--- src/rtl/bcd_disp_pkg.sv ---
// Shared constants and types for the two-digit multiplexed 7-segment driver.
// Segment codes are active-low {g,f,e,d,c,b,a}; anodes are active-low.
package bcd_disp_pkg;

  localparam logic [6:0] SEG_0    = 7'h40;
  localparam logic [6:0] SEG_1    = 7'h79;
  localparam logic [6:0] SEG_2    = 7'h24;
  localparam logic [6:0] SEG_3    = 7'h30;
  localparam logic [6:0] SEG_4    = 7'h19;
  localparam logic [6:0] SEG_5    = 7'h12;
  localparam logic [6:0] SEG_6    = 7'h02;
  localparam logic [6:0] SEG_7    = 7'h78;
  localparam logic [6:0] SEG_8    = 7'h00;
  localparam logic [6:0] SEG_9    = 7'h10;
  localparam logic [6:0] SEG_DASH = 7'h3F;
  localparam logic [6:0] SEG_OFF  = 7'h7F;

  localparam logic [1:0] AN_UNITS = 2'b10;
  localparam logic [1:0] AN_TENS  = 2'b01;
  localparam logic [1:0] AN_OFF   = 2'b11;

  typedef enum logic {
    SelUnits = 1'b0,
    SelTens  = 1'b1
  } sel_e;

endpackage

--- src/rtl/bcd_to_7seg.sv ---
// Combinational BCD to active-low 7-segment decoder; non-BCD codes give a dash.
module bcd_to_7seg
  import bcd_disp_pkg::*;
(
  input  logic [3:0] digit_i,
  output logic [6:0] seg_o
);

  always_comb begin
    seg_o = SEG_DASH;
    case (digit_i)
      4'd0:    seg_o = SEG_0;
      4'd1:    seg_o = SEG_1;
      4'd2:    seg_o = SEG_2;
      4'd3:    seg_o = SEG_3;
      4'd4:    seg_o = SEG_4;
      4'd5:    seg_o = SEG_5;
      4'd6:    seg_o = SEG_6;
      4'd7:    seg_o = SEG_7;
      4'd8:    seg_o = SEG_8;
      4'd9:    seg_o = SEG_9;
      default: seg_o = SEG_DASH;
    endcase
  end

endmodule

--- src/rtl/bcd_scan_display.sv ---
// Two-digit common-anode display scanner with per-frame snapshot of the digit
// pair, leading-zero blanking of tens, and enable-controlled blanking.
module bcd_scan_display
  import bcd_disp_pkg::*;
#(
  parameter int unsigned REFRESH_DIV = 50000,
  parameter bit          LZB         = 1'b1
) (
  input  logic       clk_i,
  input  logic       rst_i,
  input  logic [3:0] tens_i,
  input  logic [3:0] units_i,
  input  logic       en_i,
  output logic [6:0] seg_o,
  output logic [1:0] an_o
);

  localparam int unsigned CntW = (REFRESH_DIV > 1) ? $clog2(REFRESH_DIV) : 1;
  localparam logic [CntW-1:0] CntMax = CntW'(REFRESH_DIV - 1);

  logic [CntW-1:0] cnt_q, cnt_d;
  logic            tick;
  sel_e            sel_q, sel_d;
  logic [3:0]      snap_t_q, snap_t_d;
  logic [3:0]      snap_u_q, snap_u_d;
  logic [3:0]      digit;
  logic [6:0]      dec_seg;
  logic [6:0]      seg_q, seg_d;
  logic [1:0]      an_q, an_d;

  // Scan timing and frame-boundary snapshot.
  always_comb begin
    tick     = (cnt_q == CntMax);
    cnt_d    = tick ? '0 : cnt_q + CntW'(1);
    sel_d    = sel_q;
    snap_t_d = snap_t_q;
    snap_u_d = snap_u_q;
    if (tick) begin
      sel_d = (sel_q == SelUnits) ? SelTens : SelUnits;
      // TENS->UNITS is the frame boundary; both digits latch together so the
      // pair is never torn.
      if (sel_q == SelTens) begin
        snap_t_d = tens_i;
        snap_u_d = units_i;
      end
    end
  end

  assign digit = (sel_q == SelTens) ? snap_t_q : snap_u_q;

  bcd_to_7seg u_dec (
    .digit_i (digit),
    .seg_o   (dec_seg)
  );

  always_comb begin
    an_d  = AN_OFF;
    seg_d = SEG_OFF;
    if (en_i) begin
      if (sel_q == SelUnits) begin
        an_d  = AN_UNITS;
        seg_d = dec_seg;
      end else if (!(LZB && (snap_t_q == 4'd0))) begin
        an_d  = AN_TENS;
        seg_d = dec_seg;
      end
    end
  end

  always_ff @(posedge clk_i or posedge rst_i) begin
    if (rst_i) begin
      cnt_q    <= '0;
      sel_q    <= SelUnits;
      snap_t_q <= 4'd0;
      snap_u_q <= 4'd0;
      an_q     <= AN_OFF;
      seg_q    <= SEG_OFF;
    end else begin
      cnt_q    <= cnt_d;
      sel_q    <= sel_d;
      snap_t_q <= snap_t_d;
      snap_u_q <= snap_u_d;
      an_q     <= an_d;
      seg_q    <= seg_d;
    end
  end

  assign an_o  = an_q;
  assign seg_o = seg_q;

endmodule

--- config.mk ---
export PLATFORM = sky130hd
export DESIGN_NAME = bcd_scan_display
export DESIGN_NICKNAME = d
export VERILOG_FILES = /design/src/rtl/bcd_disp_pkg.sv /design/src/rtl/bcd_to_7seg.sv /design/src/rtl/bcd_scan_display.sv
export SDC_FILE = /design/constraint.sdc
export NUM_CORES = 1
export LEC_CHECK = 0
export ABC_AREA = 1
export BUFFER_PORTS_ARGS = -buffer_cell sky130_fd_sc_hd__buf_2
export CAP_MARGIN = 20
export CELL_PAD_IN_SITES_DETAIL_PLACEMENT = 0
export CELL_PAD_IN_SITES_GLOBAL_PLACEMENT = 1
export CORE_AREA = 2 2 73 75
export DETAILED_ROUTE_END_ITERATION = 10
export DIE_AREA = 0 0 75 77
export GPL_TIMING_DRIVEN = 0
export PLACE_DENSITY = 0.72
export SLEW_MARGIN = 20
export SYNTH_ARGS = -nofsm -noshare
export SYNTH_HDL_FRONTEND = slang
export SYNTH_HIERARCHICAL = 1
export SYNTH_SLANG_ARGS = --single-unit
--- constraint.sdc ---
create_clock -name clk_i -period 1.8 [get_ports clk_i]
set_clock_uncertainty 0.15 [all_clocks]
set_input_delay 0 -clock clk_i [delete_from_list [all_inputs] [get_ports clk_i]]
set_output_delay 0 -clock clk_i [all_outputs]
set_load 0.02 [all_outputs]
==> impl_summary.log, run 1 <==
INFO  metric ioPinCount = 20
INFO  metric critical_path.endpoint_type = flip-flop
INFO  metric number_of_enable_flip_flop_cells_after_synthesis = 0
INFO  metric timing.setup.tns = 0 ns
INFO  metric drt_iter0_drc = 65
INFO  metric postLayoutCoreUtil = 0.476
INFO  metric most_instantiated_library_cell_after_synthesis = sky130_fd_sc_hd__nand2_1
INFO  metric number_of_buffers_created_by_cts = 5
INFO  metric vdd_ir_drop_max = 0.000307 V
INFO  metric finalWeightedCongestion = 0.752
INFO  metric distinct_cell_type_count_of_the_synthesized_netlist = 29
INFO  metric share_of_the_clock_period_used_by_the_worst_path = 0.926
INFO  metric internal-power = 1.38 mW
INFO  metric latest_clock_arrival_within_the_worst_skew_pair = between 0.2 and 0.3 ns
INFO  metric grt_pass1_vias = roughly 1400
INFO  metric synth_xor_xnor_area_share = 0.0231
INFO  metric row_count = 26
INFO  metric fmax = 600 MHz
INFO  metric final_max_slew_viol_count = 0
INFO  metric synthCells = ~240
INFO  metric drt.antenna.violating_nets = 0
INFO  metric synth.top_cells.by_count = sky130_fd_sc_hd__nand2_1 (80), sky130_fd_sc_hd__inv_1 (27), sky130_fd_sc_hd__dfrtp_1 (25), sky130_fd_sc_hd__nor2_1 (23), sky130_fd_sc_hd__nand3_1 (15)
INFO  metric p_per_area = roughly 700 nW/um^2
INFO  metric route.vias.total = about 1500
INFO  metric netlist_area = roughly 1900 um^2
INFO  metric critical-path-max-stage-delay = approximately 0.34 ns
INFO  metric finalSetupViolations = 0
INFO  metric initial_core_util = 0.381
INFO  metric htree_levels = 2
INFO  metric critical_path.slowest_cell = sky130_fd_sc_hd__dfrtp_1
INFO  metric share_clk_of_total_power = 0.517
INFO  metric rr_worst_depth = 10
INFO  metric critical_path.max_fanout = 8
INFO  metric clk_root_buffer_cell = sky130_fd_sc_hd__clkbuf_8
INFO  metric final_cell_count_no_fill = around 350
INFO  metric grt_use_total = 0.146
INFO  metric post_detailed_route_wirelength_per_cell = 10.7 um
INFO  metric areaGrowthSynthToFinish = 25.1%
INFO  metric port_buffers = 18
INFO  metric synth.yosys.warnings = 6
INFO  metric final_antenna_diode_count = 0
INFO  metric yosysSeqAreaShare = 0.455
INFO  metric drt_pre_antenna_iters = 4
INFO  metric slew_headroom = 0.528
INFO  metric cts.sinks = 34
INFO  metric drc = 0
INFO  metric syn-num-nets = approximately 250
INFO  metric max-clock-path-buffers = 2
INFO  metric top_area_cells_in_the_synthesized_netlist = sky130_fd_sc_hd__dfrtp_1 (33%), sky130_fd_sc_hd__nand2_1 (16%), sky130_fd_sc_hd__dfstp_2 (12%), sky130_fd_sc_hd__inv_1 (5.3%), sky130_fd_sc_hd__nor2_1 (4.6%)
INFO  metric post_synth_and_or_nand_nor_area_fraction = 0.402
INFO  metric synth_seq_cells = 34
INFO  metric worst_reg2reg_endpoint = seg_o[3]$_DFF_PP1_
INFO  metric finalCriticalPeriod = roughly 1.7 ns
INFO  metric drt-total-wl = between 3000 and 4000 um
INFO  metric die_area = between 5000 and 6000 um^2
INFO  metric drv_cap = 0
INFO  metric die_h = about 77 um
INFO  metric hold_path_class = in2async
INFO  metric net-switching-power = ~0.31 mW
INFO  metric cts.clk_slew.worst_paths = ~0.080 ns
INFO  metric critical_path_arrival = roughly 1.7 ns
INFO  metric rrSetupSlack = between 0.1 and 0.15 ns
INFO  metric post_synth_mux_area_share = 0
INFO  metric wire_length_of_the_first_global_routing_pass = roughly 6500 um
INFO  metric grt_max_degree = 35
INFO  metric synth_flop_cell = sky130_fd_sc_hd__dfrtp_1
INFO  metric synth-async-reset-ratio = 1.00
INFO  metric post-place-cells = between 300 and 400
INFO  metric critPathLaunchType = flip-flop
INFO  metric criticalPathCategory = reg2reg
INFO  metric pwr-share-comb = 0.030
INFO  metric total_power = around 1.7 mW
INFO  metric power.share.switching = 0.184
INFO  metric cts_tree = yes
INFO  metric synth_fa_ha_area_frac = 0.0396
INFO  metric synth.avg_cell_area = 8.03 um^2
INFO  metric die_width = between 70 and 80 um
INFO  metric yosys.area.top_type = sky130_fd_sc_hd__dfrtp_1
INFO  metric power.static_leakage = between 1 and 1.5 nW
INFO  metric design.final.nets = 291
INFO  metric pwr-share-seq = 0.454
INFO  metric timing_worst_slew_pin_value = 0.706 ns
INFO  metric required_time_at_the_endpoint_of_the_critical_path = between 1.5 and 2 ns
INFO  metric crit_path_cell_trace = buf_6 -> buf_8 -> nand2_1 -> nand2_2 -> inv_2 -> ha_1 -> nand2_2 -> nand3_2 -> nand2_1 -> nand3b_1
INFO  metric hpwlAfterDp = between 2000 and 3000 um
INFO  metric hold_violations = 0
INFO  metric grt_overflow = 0
INFO  metric post_route_cells_drive_above_1_share = 0.236
INFO  metric via_per_inst = approximately 4.4
INFO  metric crit-reg2reg-launch = sel_q$_DFFE_PP0N_
INFO  metric design.core.area = ~5000 um^2
INFO  metric rsz_0062_raised_after_global_routing = no
INFO  metric antenna_found_initial = 0
INFO  metric largest_family_of_logic_cells_by_synthesized_area = simple AND/OR/NAND/NOR gates
INFO  metric run_status = finished clean
INFO  metric synthDominantCellAreaShare = 0.330
INFO  metric synth-compound-area-share = 0.0119
## state kept, by name, indices dropped and copies added (netlist names)
register / count
seg_o: 7
an_o: 2
sel_q: 1
snap_t_q: 4
cnt_q: 16
snap_u_q: 4
## logic make-up after synthesis
group	Yosys count
AO/OA/AOI/OAI	4
XOR/XNOR	5
adder cells (fa/ha/maj)	6
buffers and inverters	34
flip-flops	34
AND/OR/NAND/NOR	153
## layout by cell type (no fill, tap or decap), types with 2 or more instances in the layout
cell                             n
sky130_fd_sc_hd__a21oi_1         2
sky130_fd_sc_hd__buf_2          18
sky130_fd_sc_hd__buf_4           3
sky130_fd_sc_hd__bufinv_16       2
sky130_fd_sc_hd__clkbuf_8        6
sky130_fd_sc_hd__dfrtp_1        25
sky130_fd_sc_hd__dfstp_2         9
sky130_fd_sc_hd__dlygate4sd3_1  10
sky130_fd_sc_hd__ha_1            6
sky130_fd_sc_hd__inv_1          23
sky130_fd_sc_hd__inv_2           6
sky130_fd_sc_hd__nand2_1        77
sky130_fd_sc_hd__nand2_2         7
sky130_fd_sc_hd__nand3_1        14
sky130_fd_sc_hd__nand3_2         2
sky130_fd_sc_hd__nand3_4         2
sky130_fd_sc_hd__nand3b_1        8
sky130_fd_sc_hd__nand4_1        10
sky130_fd_sc_hd__nor2_1         23
sky130_fd_sc_hd__nor2_8          2
sky130_fd_sc_hd__nor3_1          2
sky130_fd_sc_hd__xor2_1          5
## area by class of cell
class / instances / area [um^2]
fill: 484 / 2610
multi-input combinational: 168 / 916
sequential: 34 / 862
timing repair buffer: 31 / 213
inverter: 31 / 120
tap: 70 / 87.6
clock buffer: 6 / 82.6
clock inverter: 2 / 60.1
buffer: 3 / 30.0
## metal layers
layer,share of wire,global-route usage,vias to the layer above
met5,0,0,-
met4,0.018,0.0536,0
met3,0.030,0.0434,7
met2,0.42,0.211,21
met1,0.53,0.204,668
li1,-,-,809
## how the worst max path moves through the flow
stage,start,slack [ns],end
after global routing,sel_q$_DFFE_PP0N_,0.004,seg_o[3]$_DFF_PP1_
after floorplan,sel_q$_DFFE_PP0N_,0.1,seg_o[3]$_DFF_PP1_
after global placement,sel_q$_DFFE_PP0N_,-0.11,seg_o[3]$_DFF_PP1_
after detailed placement,sel_q$_DFFE_PP0N_,-0.12,seg_o[3]$_DFF_PP1_
final,sel_q$_DFFE_PP0N_,0.13,seg_o[3]$_DFF_PP1_
after CTS,sel_q$_DFFE_PP0N_,0.0002,seg_o[3]$_DFF_PP1_
## critical path, delay by kind of cell, from the launching register on
family / cells / cell delay (ns)
adder cells (fa/ha/maj): 1 / 0.28
buffers and inverters: 3 / 0.31
flip-flops: 1 / 0.34
AND/OR/NAND/NOR: 6 / 0.48
## power by group through the flow
stage          Sequential (mW)  Combinational [mW]  Clock [mW]
4_1_cts                  0.769              0.0517       0.900
5_1_grt                  0.769              0.0566       0.925
3_3_place_gp             0.783              0.0346           0
6_report                 0.769              0.0501       0.876
3_5_place_dp             0.783              0.0353           0
2_1_floorplan            0.786              0.0146           0
## what timing repair did
item | 4_1_cts | 5_1_grt
setup buffers | 0 | 3
resized for setup | 4 | 9
pin swaps | 0 | 1
endpoints found under the setup margin | 4 | 6
hold endpoints to repair | 42 | 0
hold buffers | 10 | 0
## metrics by stage
stage	instance area [um^2]	worst slack [ns]	hold slack (ns)
after floorplan	1900	0.0963	-0.0151
after global placement	2070	-0.108	0.105
after detailed placement	2070	-0.119	0.0121
after CTS	2330	0.000226	0.246
after global routing	2370	0.00433	0.306
final	2370	0.134	0.216
(Power assumes the default switching activity.)
==> run 2, diff against run 1 <==
--- a/config.mk
+++ b/config.mk
@@ -10,13 +10,13 @@
 export CAP_MARGIN = 20
 export CELL_PAD_IN_SITES_DETAIL_PLACEMENT = 0
 export CELL_PAD_IN_SITES_GLOBAL_PLACEMENT = 1
-export CORE_AREA = 2 2 73 75
+export CORE_AREA = 2 2 72 74
 export DETAILED_ROUTE_END_ITERATION = 10
-export DIE_AREA = 0 0 75 77
+export DIE_AREA = 0 0 74 76
 export GPL_TIMING_DRIVEN = 0
 export PLACE_DENSITY = 0.72
+export SETUP_SLACK_MARGIN = 0.4
 export SLEW_MARGIN = 20
 export SYNTH_ARGS = -nofsm -noshare
 export SYNTH_HDL_FRONTEND = slang
-export SYNTH_HIERARCHICAL = 1
 export SYNTH_SLANG_ARGS = --single-unit
==> impl_summary.log, run 2 <==
INFO  metric via_per_inst = 4.45
INFO  metric top_register = cnt_q
INFO  metric synth_seq_cells = 34
INFO  metric drt.antenna.violating_nets = 0
INFO  metric most_instantiated_library_cell_after_synthesis = sky130_fd_sc_hd__nand2_1
INFO  metric distinct_cell_type_count_of_the_synthesized_netlist = 26
INFO  metric criticalPathCategory = reg2reg
INFO  metric clk_root_buffer_cell = sky130_fd_sc_hd__clkbuf_8
INFO  metric final_max_slew_viol_count = 0
INFO  metric p_per_area = approximately 520 nW/um^2
INFO  metric drt_iter0_drc = 70
INFO  metric finalCriticalPeriod = 1.52 ns
INFO  metric largest_reg_flops = 16
INFO  metric post_detailed_route_wirelength_per_cell = approximately 11 um
INFO  metric antenna_found_initial = 0
INFO  metric design.core.area = approximately 4900 um^2
INFO  metric grt_pass1_vias = around 1500
INFO  metric drv_cap = 0
INFO  metric htree_levels = 2
INFO  metric synthCells = 221
INFO  metric initial_core_util = 0.374
INFO  metric design.final.nets = ~300
INFO  metric critPathLaunchType = flip-flop
INFO  metric drt-total-wl = 3890 um
INFO  metric top_area_cells_in_the_synthesized_netlist = sky130_fd_sc_hd__dfrtp_1 (34%), sky130_fd_sc_hd__dfstp_2 (13%), sky130_fd_sc_hd__nand2_1 (11%), sky130_fd_sc_hd__nor2_1 (6.7%), sky130_fd_sc_hd__ha_1 (4.8%)
INFO  metric mostFrequentLayoutCell = sky130_fd_sc_hd__nand2_1
INFO  metric internal-power = 1.06 mW
INFO  metric final_antenna_diode_count = 0
INFO  metric synth.top_cells.by_count = sky130_fd_sc_hd__nand2_1 (56), sky130_fd_sc_hd__nor2_1 (33), sky130_fd_sc_hd__dfrtp_1 (25), sky130_fd_sc_hd__inv_1 (23), sky130_fd_sc_hd__nand3_1 (16)
INFO  metric synth.yosys.warnings = 0
INFO  metric hold_path_class = in2async
INFO  metric slew_headroom = 0.523
INFO  metric pwr-share-seq = 0.561
INFO  metric required_time_at_the_endpoint_of_the_critical_path = around 1.9 ns
INFO  metric drc = 0
INFO  metric grt_overflow = 0
INFO  metric share_clk_of_total_power = 0.400
INFO  metric number_of_buffers_created_by_cts = 5
INFO  metric cp_num_buf_inv = 2
INFO  metric net-switching-power = 0.312 mW
INFO  metric rsz_0062_raised_after_global_routing = yes
INFO  metric critical_path.endpoint_type = flip-flop
INFO  metric synth-async-reset-ratio = 1.00
INFO  metric crit_path_cell_trace = inv_4 -> nand2_4 -> o21ai_4 -> inv_4 -> ha_4 -> nand2_4 -> o211ai_1 -> nand3_1
INFO  metric yosys.area.top_type = sky130_fd_sc_hd__dfrtp_1
INFO  metric yosysSeqAreaShare = 0.469
INFO  metric wire_length_of_the_first_global_routing_pass = ~6600 um
INFO  metric drt_pre_antenna_iters = 4
INFO  metric hpwlAfterDp = approximately 2500 um
INFO  metric cts_tree = yes
INFO  metric cts.clk_slew.worst_paths = around 0.070 ns
INFO  metric path_delay_family = flip-flops
INFO  metric fmax = 657 MHz
INFO  metric netlist_area = 1840 um^2
INFO  metric synth_flop_cell = sky130_fd_sc_hd__dfrtp_1
INFO  metric critical_path.slowest_cell = sky130_fd_sc_hd__dfrtp_2
INFO  metric areaGrowthSynthToFinish = 44.5%
INFO  metric hold_violations = 0
INFO  metric post_route_cells_drive_above_1_share = 0.428
INFO  metric power.static_leakage = 1.24 nW
INFO  metric finalSetupViolations = 0
INFO  metric max-clock-path-buffers = 2
INFO  metric most-common-layout-cells = sky130_fd_sc_hd__nand2_1 (45), sky130_fd_sc_hd__nor2_1 (25), sky130_fd_sc_hd__dfrtp_1 (22), sky130_fd_sc_hd__buf_2 (20), sky130_fd_sc_hd__inv_1 (19)
INFO  metric latest_clock_arrival_within_the_worst_skew_pair = between 0.2 and 0.3 ns
INFO  metric die_h = between 70 and 80 um
INFO  metric timing.setup.tns = 0 ns
INFO  metric die_area = ~5600 um^2
INFO  metric synth.avg_cell_area = between 8 and 9 um^2
INFO  metric critical-path-max-stage-delay = around 0.47 ns
INFO  metric row_count = 26
INFO  metric share_of_the_clock_period_used_by_the_worst_path = 0.846
INFO  metric ioPinCount = 20
INFO  metric finalWeightedCongestion = 0.792
INFO  metric cts.sinks = 34
INFO  metric vdd_ir_drop_max = approximately 0.00027 V
INFO  metric fillerInstances = ~460
INFO  metric syn-num-nets = 239
INFO  metric pwr-share-comb = 0.039
INFO  metric port_buffers = 19
INFO  metric grt_max_degree = 35
INFO  metric run_status = finished clean
INFO  metric critical_path.max_fanout = 6
INFO  metric power.share.switching = 0.228
INFO  metric number_of_enable_flip_flop_cells_after_synthesis = 0
INFO  metric timing_worst_slew_pin_value = just over 0.7 ns
INFO  metric synthDominantCellAreaShare = 0.340
INFO  metric grt_use_total = 0.150
INFO  metric die_width = ~74 um
INFO  metric route.vias.total = about 1500
INFO  metric postLayoutCoreUtil = 0.541
INFO  metric critical_path_arrival = roughly 1.6 ns
==> run 2: cell count changes after synthesis, sizes merged, moves of 2 or more <==
cell / previous run / this run
nand2: 85 / 63
nor2: 27 / 36
o211ai: 0 / 2
inv: 30 / 27
nor3: 3 / 0
xor2: 5 / 7
nand3b: 8 / 1
o21ai: 1 / 10
==> run 2: per-stage QoR <==
step | std cells | hold WS (ns) | instance area (um^2) | power (mW) | setup slack [ns]
after detailed placement | 310 | 0.0137 | 2030 | 0.820 | 0.154
after floorplan | 221 | -0.0903 | 1850 | 0.801 | 0.315
after global placement | 310 | 0.0605 | 2030 | 0.819 | 0.157
final | 348 | 0.228 | 2660 | 1.37 | 0.278
after global routing | 348 | 0.313 | 2660 | 1.42 | 0.211
after CTS | 342 | 0.247 | 2450 | 1.39 | 0.297
==> run 2: final timing paths <==
path	slack, ns	startpoint	cells after the start	endpoint
worst max-delay path	0.28	sel_q$_DFFE_PP0N_	8	seg_o[3]$_DFF_PP1_
worst min-delay path	0.23	rst_i	3	cnt_q[1]$_DFF_PP0_
worst max register to register	0.28	sel_q$_DFFE_PP0N_	8	seg_o[3]$_DFF_PP1_
worst min register to register	0.33	snap_t_q[1]$_DFFE_PP0P_	2	snap_t_q[1]$_DFFE_PP0P_
max in group asynchronous	0.76	rst_i	3	cnt_q[6]$_DFF_PP0_
min in group clk_i	0.30	en_i	3	an_o[1]$_DFF_PP1_
==> run 2: metal layers <==
| metal | GRT usage | vias up | wire length, um |
|---|---|---|---|
| met5 | 0 | - | 0 |
| met4 | 0.0564 | 0 | 75 |
| met3 | 0.0423 | 7 | 120 |
| met2 | 0.227 | 26 | 1800 |
| met1 | 0.203 | 707 | 1890 |
| li1 | - | 809 | - |
==> run 2: kinds of logic (layout without fill, tap and decap cells) <==
| logic type | Yosys count | count (layout) | synth area share |
|---|---|---|---|
| DFF | 34 | 34 | 0.469 |
| and+or+nand+nor | 130 | 130 | 0.344 |
| buffers and inverters | 29 | 86 | 0.0599 |
| adders and majority gates | 7 | 7 | 0.0476 |
| AOI/OAI and AO/OA | 14 | 14 | 0.0463 |
| xor gates and xnor gates | 7 | 7 | 0.0333 |
==> run 2: layout make-up <==
cell class                 count  area [um^2]  share of cell area
multi-input combinational    158         1140               0.427
sequential                    34          866               0.326
timing repair buffer          49          360               0.136
inverter                      28          118              0.0443
tap                           70         87.6              0.0330
clock buffer                   5         68.8              0.0259
clock inverter                 3         16.3             0.00612
buffer                         1         5.00             0.00188
==> run 2: power groups by stage <==
| stage | Combinational [mW] | Clock, mW | Sequential (mW) |
|---|---|---|---|
| 6_report | 0.0530 | 0.548 | 0.769 |
| 2_1_floorplan | 0.0146 | 0 | 0.786 |
| 5_1_grt | 0.0609 | 0.588 | 0.769 |
| 4_1_cts | 0.0537 | 0.566 | 0.769 |
| 3_3_place_gp | 0.0362 | 0 | 0.783 |
| 3_5_place_dp | 0.0374 | 0 | 0.783 |
==> run 2: timing repair <==
action,4_1_cts,5_1_grt
pin swaps,17,21
endpoints found under the setup margin,27,30
hold buffers,10,0
hold endpoints to repair,35,0
buffers inserted,14,6
resized for setup,27,41
==> run 2: tightest hold or removal path, cell delays in order <==
cell and delay, ns:
sky130_fd_sc_hd__dlygate4sd3_1 0.53, sky130_fd_sc_hd__buf_2 0.12, sky130_fd_sc_hd__inv_2 0.51
==> run 3, diff against run 2 <==
--- a/config.mk
+++ b/config.mk
@@ -5,16 +5,16 @@
 export SDC_FILE = /design/constraint.sdc
 export NUM_CORES = 1
 export LEC_CHECK = 0
-export ABC_AREA = 1
+export ABC_AREA = 0
 export BUFFER_PORTS_ARGS = -buffer_cell sky130_fd_sc_hd__buf_2
 export CAP_MARGIN = 20
 export CELL_PAD_IN_SITES_DETAIL_PLACEMENT = 0
 export CELL_PAD_IN_SITES_GLOBAL_PLACEMENT = 1
-export CORE_AREA = 2 2 72 74
+export CORE_AREA = 2 2 68 70
 export DETAILED_ROUTE_END_ITERATION = 10
-export DIE_AREA = 0 0 74 76
+export DIE_AREA = 0 0 70 72
 export GPL_TIMING_DRIVEN = 0
-export PLACE_DENSITY = 0.72
+export PLACE_DENSITY = 0.67
 export SETUP_SLACK_MARGIN = 0.4
 export SLEW_MARGIN = 20
 export SYNTH_ARGS = -nofsm -noshare
==> constraint.sdc (replaced) <==
create_clock -name clk_i -period 1.5 [get_ports clk_i]
set_clock_uncertainty 0.15 [all_clocks]
set_input_delay 0 -clock clk_i [delete_from_list [all_inputs] [get_ports clk_i]]
set_output_delay 0 -clock clk_i [all_outputs]
set_load 0.02 [all_outputs]
==> impl_summary.log, run 3 <==
INFO  metric pwr-share-seq = 0.509
INFO  metric critical_path.max_fanout = 8
INFO  metric yosysSeqAreaShare = 0.523
INFO  metric route.vias.total = about 1200
INFO  metric routed_met1_length = about 1600 um
INFO  metric grt_pass1_vias = 1225
INFO  metric finalSetupViolations = 28
INFO  metric mostFrequentLayoutCell = sky130_fd_sc_hd__buf_4
INFO  metric power.static_leakage = roughly 1.2 nW
INFO  metric rrSetupSlack = -0.51 ns
INFO  metric final.setup.worst_slack = -0.510 ns
INFO  metric finalWeightedCongestion = 0.734
INFO  metric synth.top_cells.by_count = sky130_fd_sc_hd__dfrtp_1 (25), sky130_fd_sc_hd__nor2_1 (12), sky130_fd_sc_hd__inv_1 (10), sky130_fd_sc_hd__dfstp_2 (9)
INFO  metric hold_violations = 0
INFO  metric syn-num-nets = between 150 and 200
INFO  metric p_per_area = approximately 740 nW/um^2
INFO  metric drt-total-wl = 3630 um
INFO  metric die_width = about 70 um
INFO  metric timing_worst_slew_pin_value = ~0.57 ns
INFO  metric final_max_slew_viol_count = 0
INFO  metric violated_checks = negative setup slack
INFO  metric postPlaceCellArea = about 1900 um^2
INFO  metric yosys.area.top_type = sky130_fd_sc_hd__dfrtp_1
INFO  metric grt_max_degree = 35
INFO  metric die_h = ~72 um
INFO  metric share_of_the_clock_period_used_by_the_worst_path = 1.34
INFO  metric synth.yosys.warnings = 0
INFO  metric final_cell_count_no_fill = 260
INFO  metric most_instantiated_library_cell_after_synthesis = sky130_fd_sc_hd__dfrtp_1
INFO  metric routed.top_layer = met4
INFO  metric latest_clock_arrival_within_the_worst_skew_pair = about 0.28 ns
INFO  metric finalCriticalPeriod = 2.01 ns
INFO  metric postLayoutCoreUtil = 0.605
INFO  metric synthDominantCellAreaShare = 0.379
INFO  metric synth_flop_cell = sky130_fd_sc_hd__dfrtp_1
INFO  metric hold_path_class = in2async
INFO  metric pwr-share-comb = 0.127
INFO  metric hpwlAfterDp = roughly 2100 um
INFO  metric post-place-cells = between 200 and 250
INFO  metric final_area = ~2600 um^2
INFO  metric met3_length = approximately 120 um
INFO  metric top_register = cnt_q
INFO  metric row_count = 24
INFO  metric design.core.area = between 4000 and 5000 um^2
INFO  metric grt_use_total = 0.144
INFO  metric drt.antenna.violating_nets = 0
INFO  metric internal-power = roughly 1.5 mW
INFO  metric net-switching-power = 0.451 mW
INFO  metric run_status = complete, but fails checks
INFO  metric critical_path.endpoint_type = flip-flop
INFO  metric required_time_at_the_endpoint_of_the_critical_path = around 1.5 ns
INFO  metric final_antenna_diode_count = 0
INFO  metric cts.clk_slew.worst_paths = 0.07 ns
INFO  metric met2WireLength = between 1500 and 2000 um
INFO  metric synthCells = between 100 and 150
INFO  metric rsz_0062_raised_after_global_routing = yes
INFO  metric number_of_buffers_created_by_cts = 5
INFO  metric slew_headroom = 0.620
INFO  metric critPathLaunchType = flip-flop
INFO  metric criticalPathCategory = reg2reg
INFO  metric drc = 0
INFO  metric synth.avg_cell_area = approximately 12 um^2
INFO  metric largest_reg_flops = 16
INFO  metric share_clk_of_total_power = 0.364
INFO  metric htree_levels = 2
INFO  metric top_area_cells_in_the_synthesized_netlist = sky130_fd_sc_hd__dfrtp_1 (38%), sky130_fd_sc_hd__dfstp_2 (14%), sky130_fd_sc_hd__mux2_4 (7.3%), sky130_fd_sc_hd__ha_1 (5.3%), sky130_fd_sc_hd__xnor2_1 (4.2%)
INFO  metric post_route_cells_drive_above_1_share = 0.558
INFO  metric drt_iter0_drc = 55
INFO  metric fillerInstances = around 350
INFO  metric timing.setup.tns = -9.00 ns
INFO  metric max-clock-path-buffers = 2
INFO  metric number_of_enable_flip_flop_cells_after_synthesis = 0
INFO  metric most-common-layout-cells = sky130_fd_sc_hd__buf_4 (27), sky130_fd_sc_hd__dfrtp_1 (25), sky130_fd_sc_hd__buf_6 (15), sky130_fd_sc_hd__dlygate4sd3_1 (10), sky130_fd_sc_hd__buf_2 (10)
INFO  metric die_area = just over 5000 um^2
INFO  metric wire_length_of_the_first_global_routing_pass = 5700 um
INFO  metric vdd_ir_drop_max = roughly 0.00053 V
INFO  metric ioPinCount = 20
INFO  metric antenna_found_initial = 0
INFO  metric drt_pre_antenna_iters = 4
INFO  metric drv_cap = 0
INFO  metric initial_core_util = 0.387
INFO  metric synth_seq_cells = 34
INFO  metric cts.sinks = 34
INFO  metric netlist_area = between 1500 and 2000 um^2
INFO  metric post_detailed_route_wirelength_per_cell = between 10 and 15 um
INFO  metric port_buffers = 19
INFO  metric clk_root_buffer_cell = sky130_fd_sc_hd__clkbuf_8
INFO  metric grt_overflow = 0
INFO  metric areaGrowthSynthToFinish = 56.5%
INFO  metric power.share.switching = 0.237
INFO  metric critical_path_arrival = 2.03 ns
INFO  metric design.final.nets = between 200 and 250
INFO  metric via_per_inst = around 4.8
INFO  metric cts_tree = yes
INFO  metric fmax = 497 MHz
INFO  metric distinct_cell_type_count_of_the_synthesized_netlist = 33
INFO  metric synth-async-reset-ratio = 1.00
run 3: changes by cell type after synthesis, moves of 4 or more:
| cell | previous run | this run |
|---|---|---|
| sky130_fd_sc_hd__nand4_1 | 10 | 2 |
| sky130_fd_sc_hd__inv_2 | 4 | 0 |
| sky130_fd_sc_hd__inv_1 | 23 | 10 |
| sky130_fd_sc_hd__mux2i_1 | 0 | 6 |
| sky130_fd_sc_hd__nand3_1 | 16 | 6 |
| sky130_fd_sc_hd__nor2_1 | 33 | 12 |
| sky130_fd_sc_hd__o21ai_0 | 3 | 7 |
| sky130_fd_sc_hd__o21ai_1 | 5 | 0 |
| sky130_fd_sc_hd__mux2_4 | 0 | 8 |
| sky130_fd_sc_hd__xnor2_1 | 0 | 8 |
| sky130_fd_sc_hd__nor3_1 | 0 | 4 |
| sky130_fd_sc_hd__nand2_1 | 56 | 5 |
| sky130_fd_sc_hd__nand2_2 | 5 | 0 |
run 3: cell type report:
class,count,area (um^2),share of cell area
multi-input combinational,93,972,0.377
sequential,34,862,0.334
timing repair buffer,60,499,0.193
clock buffer,7,86.3,0.0334
tap,52,65.1,0.0252
buffer,3,47.5,0.0184
inverter,10,43.8,0.0170
clock inverter,1,5.00,0.00194
run 3: stage by stage:
| stage | hold slack, ns | power (mW) | setup slack [ns] |
|---|---|---|---|
| floorplan | -0.103 | 1.08 | -0.430 |
| global placement | 0.0258 | 1.13 | -0.537 |
| detailed placement | 0.00602 | 1.13 | -0.581 |
| CTS | 0.243 | 1.90 | -0.537 |
| global route | 0.202 | 1.98 | -0.568 |
| finish | 0.149 | 1.90 | -0.510 |
run 3: repair_timing:
action                                 in CTS  in global routing
pin swaps                                  17                 10
cloned                                      1                  0
buffers inserted                           21                  9
gates resized for setup                    45                 19
setup endpoints to repair                  34                 64
endpoints found under the hold margin      36                  0
hold buffers                               10                  0
run 3: final timing paths:
check,to,depth (start not counted),from
setup / recovery,snap_t_q[1]$_DFFE_PP0P_,5,cnt_q[11]$_DFF_PP0_
hold / removal,snap_t_q[3]$_DFFE_PP0P_,3,rst_i
setup reg to reg,snap_t_q[1]$_DFFE_PP0P_,5,cnt_q[11]$_DFF_PP0_
hold reg to reg,cnt_q[10]$_DFF_PP0_,1,cnt_q[10]$_DFF_PP0_
max in group asynchronous,seg_o[6]$_DFF_PP1_,3,rst_i
min in group clk_i,an_o[0]$_DFF_PP1_,3,en_i
run 3: cell families (layout without fill, tap and decap cells):
group | Yosys count | in the layout | synth area share
xor+xnor | 13 | 13 | 0.0690
fa+ha+maj | 7 | 7 | 0.0531
flops | 34 | 34 | 0.523
simple gates | 44 | 44 | 0.157
buf+inv | 13 | 81 | 0.0311
compound gates | 13 | 13 | 0.0440
mux | 16 | 16 | 0.123
run 3: routing by layer:
layer,vias to the layer above,GRT usage
li1,608,-
met1,605,0.189
met2,23,0.238
met3,2,0.0361
met4,0,0.0385
met5,-,0
run 3: power groups by stage:
stage / logic, mW / clock network (mW) / registers, mW
final: 0.242 / 0.693 / 0.969
after global routing: 0.261 / 0.749 / 0.971
after CTS: 0.222 / 0.708 / 0.966
after detailed placement: 0.148 / 0 / 0.982
after global placement: 0.144 / 0 / 0.981
after floorplan: 0.0840 / 0 / 1.00
run 3: critical path, cell delays in order, from the launching register on:
cell	delay, ns
sky130_fd_sc_hd__dfrtp_1	0.40
sky130_fd_sc_hd__or4b_4	0.55
sky130_fd_sc_hd__nor4_4	0.21
sky130_fd_sc_hd__buf_4	0.19
sky130_fd_sc_hd__nand2_8	0.09
sky130_fd_sc_hd__mux2_4	0.30
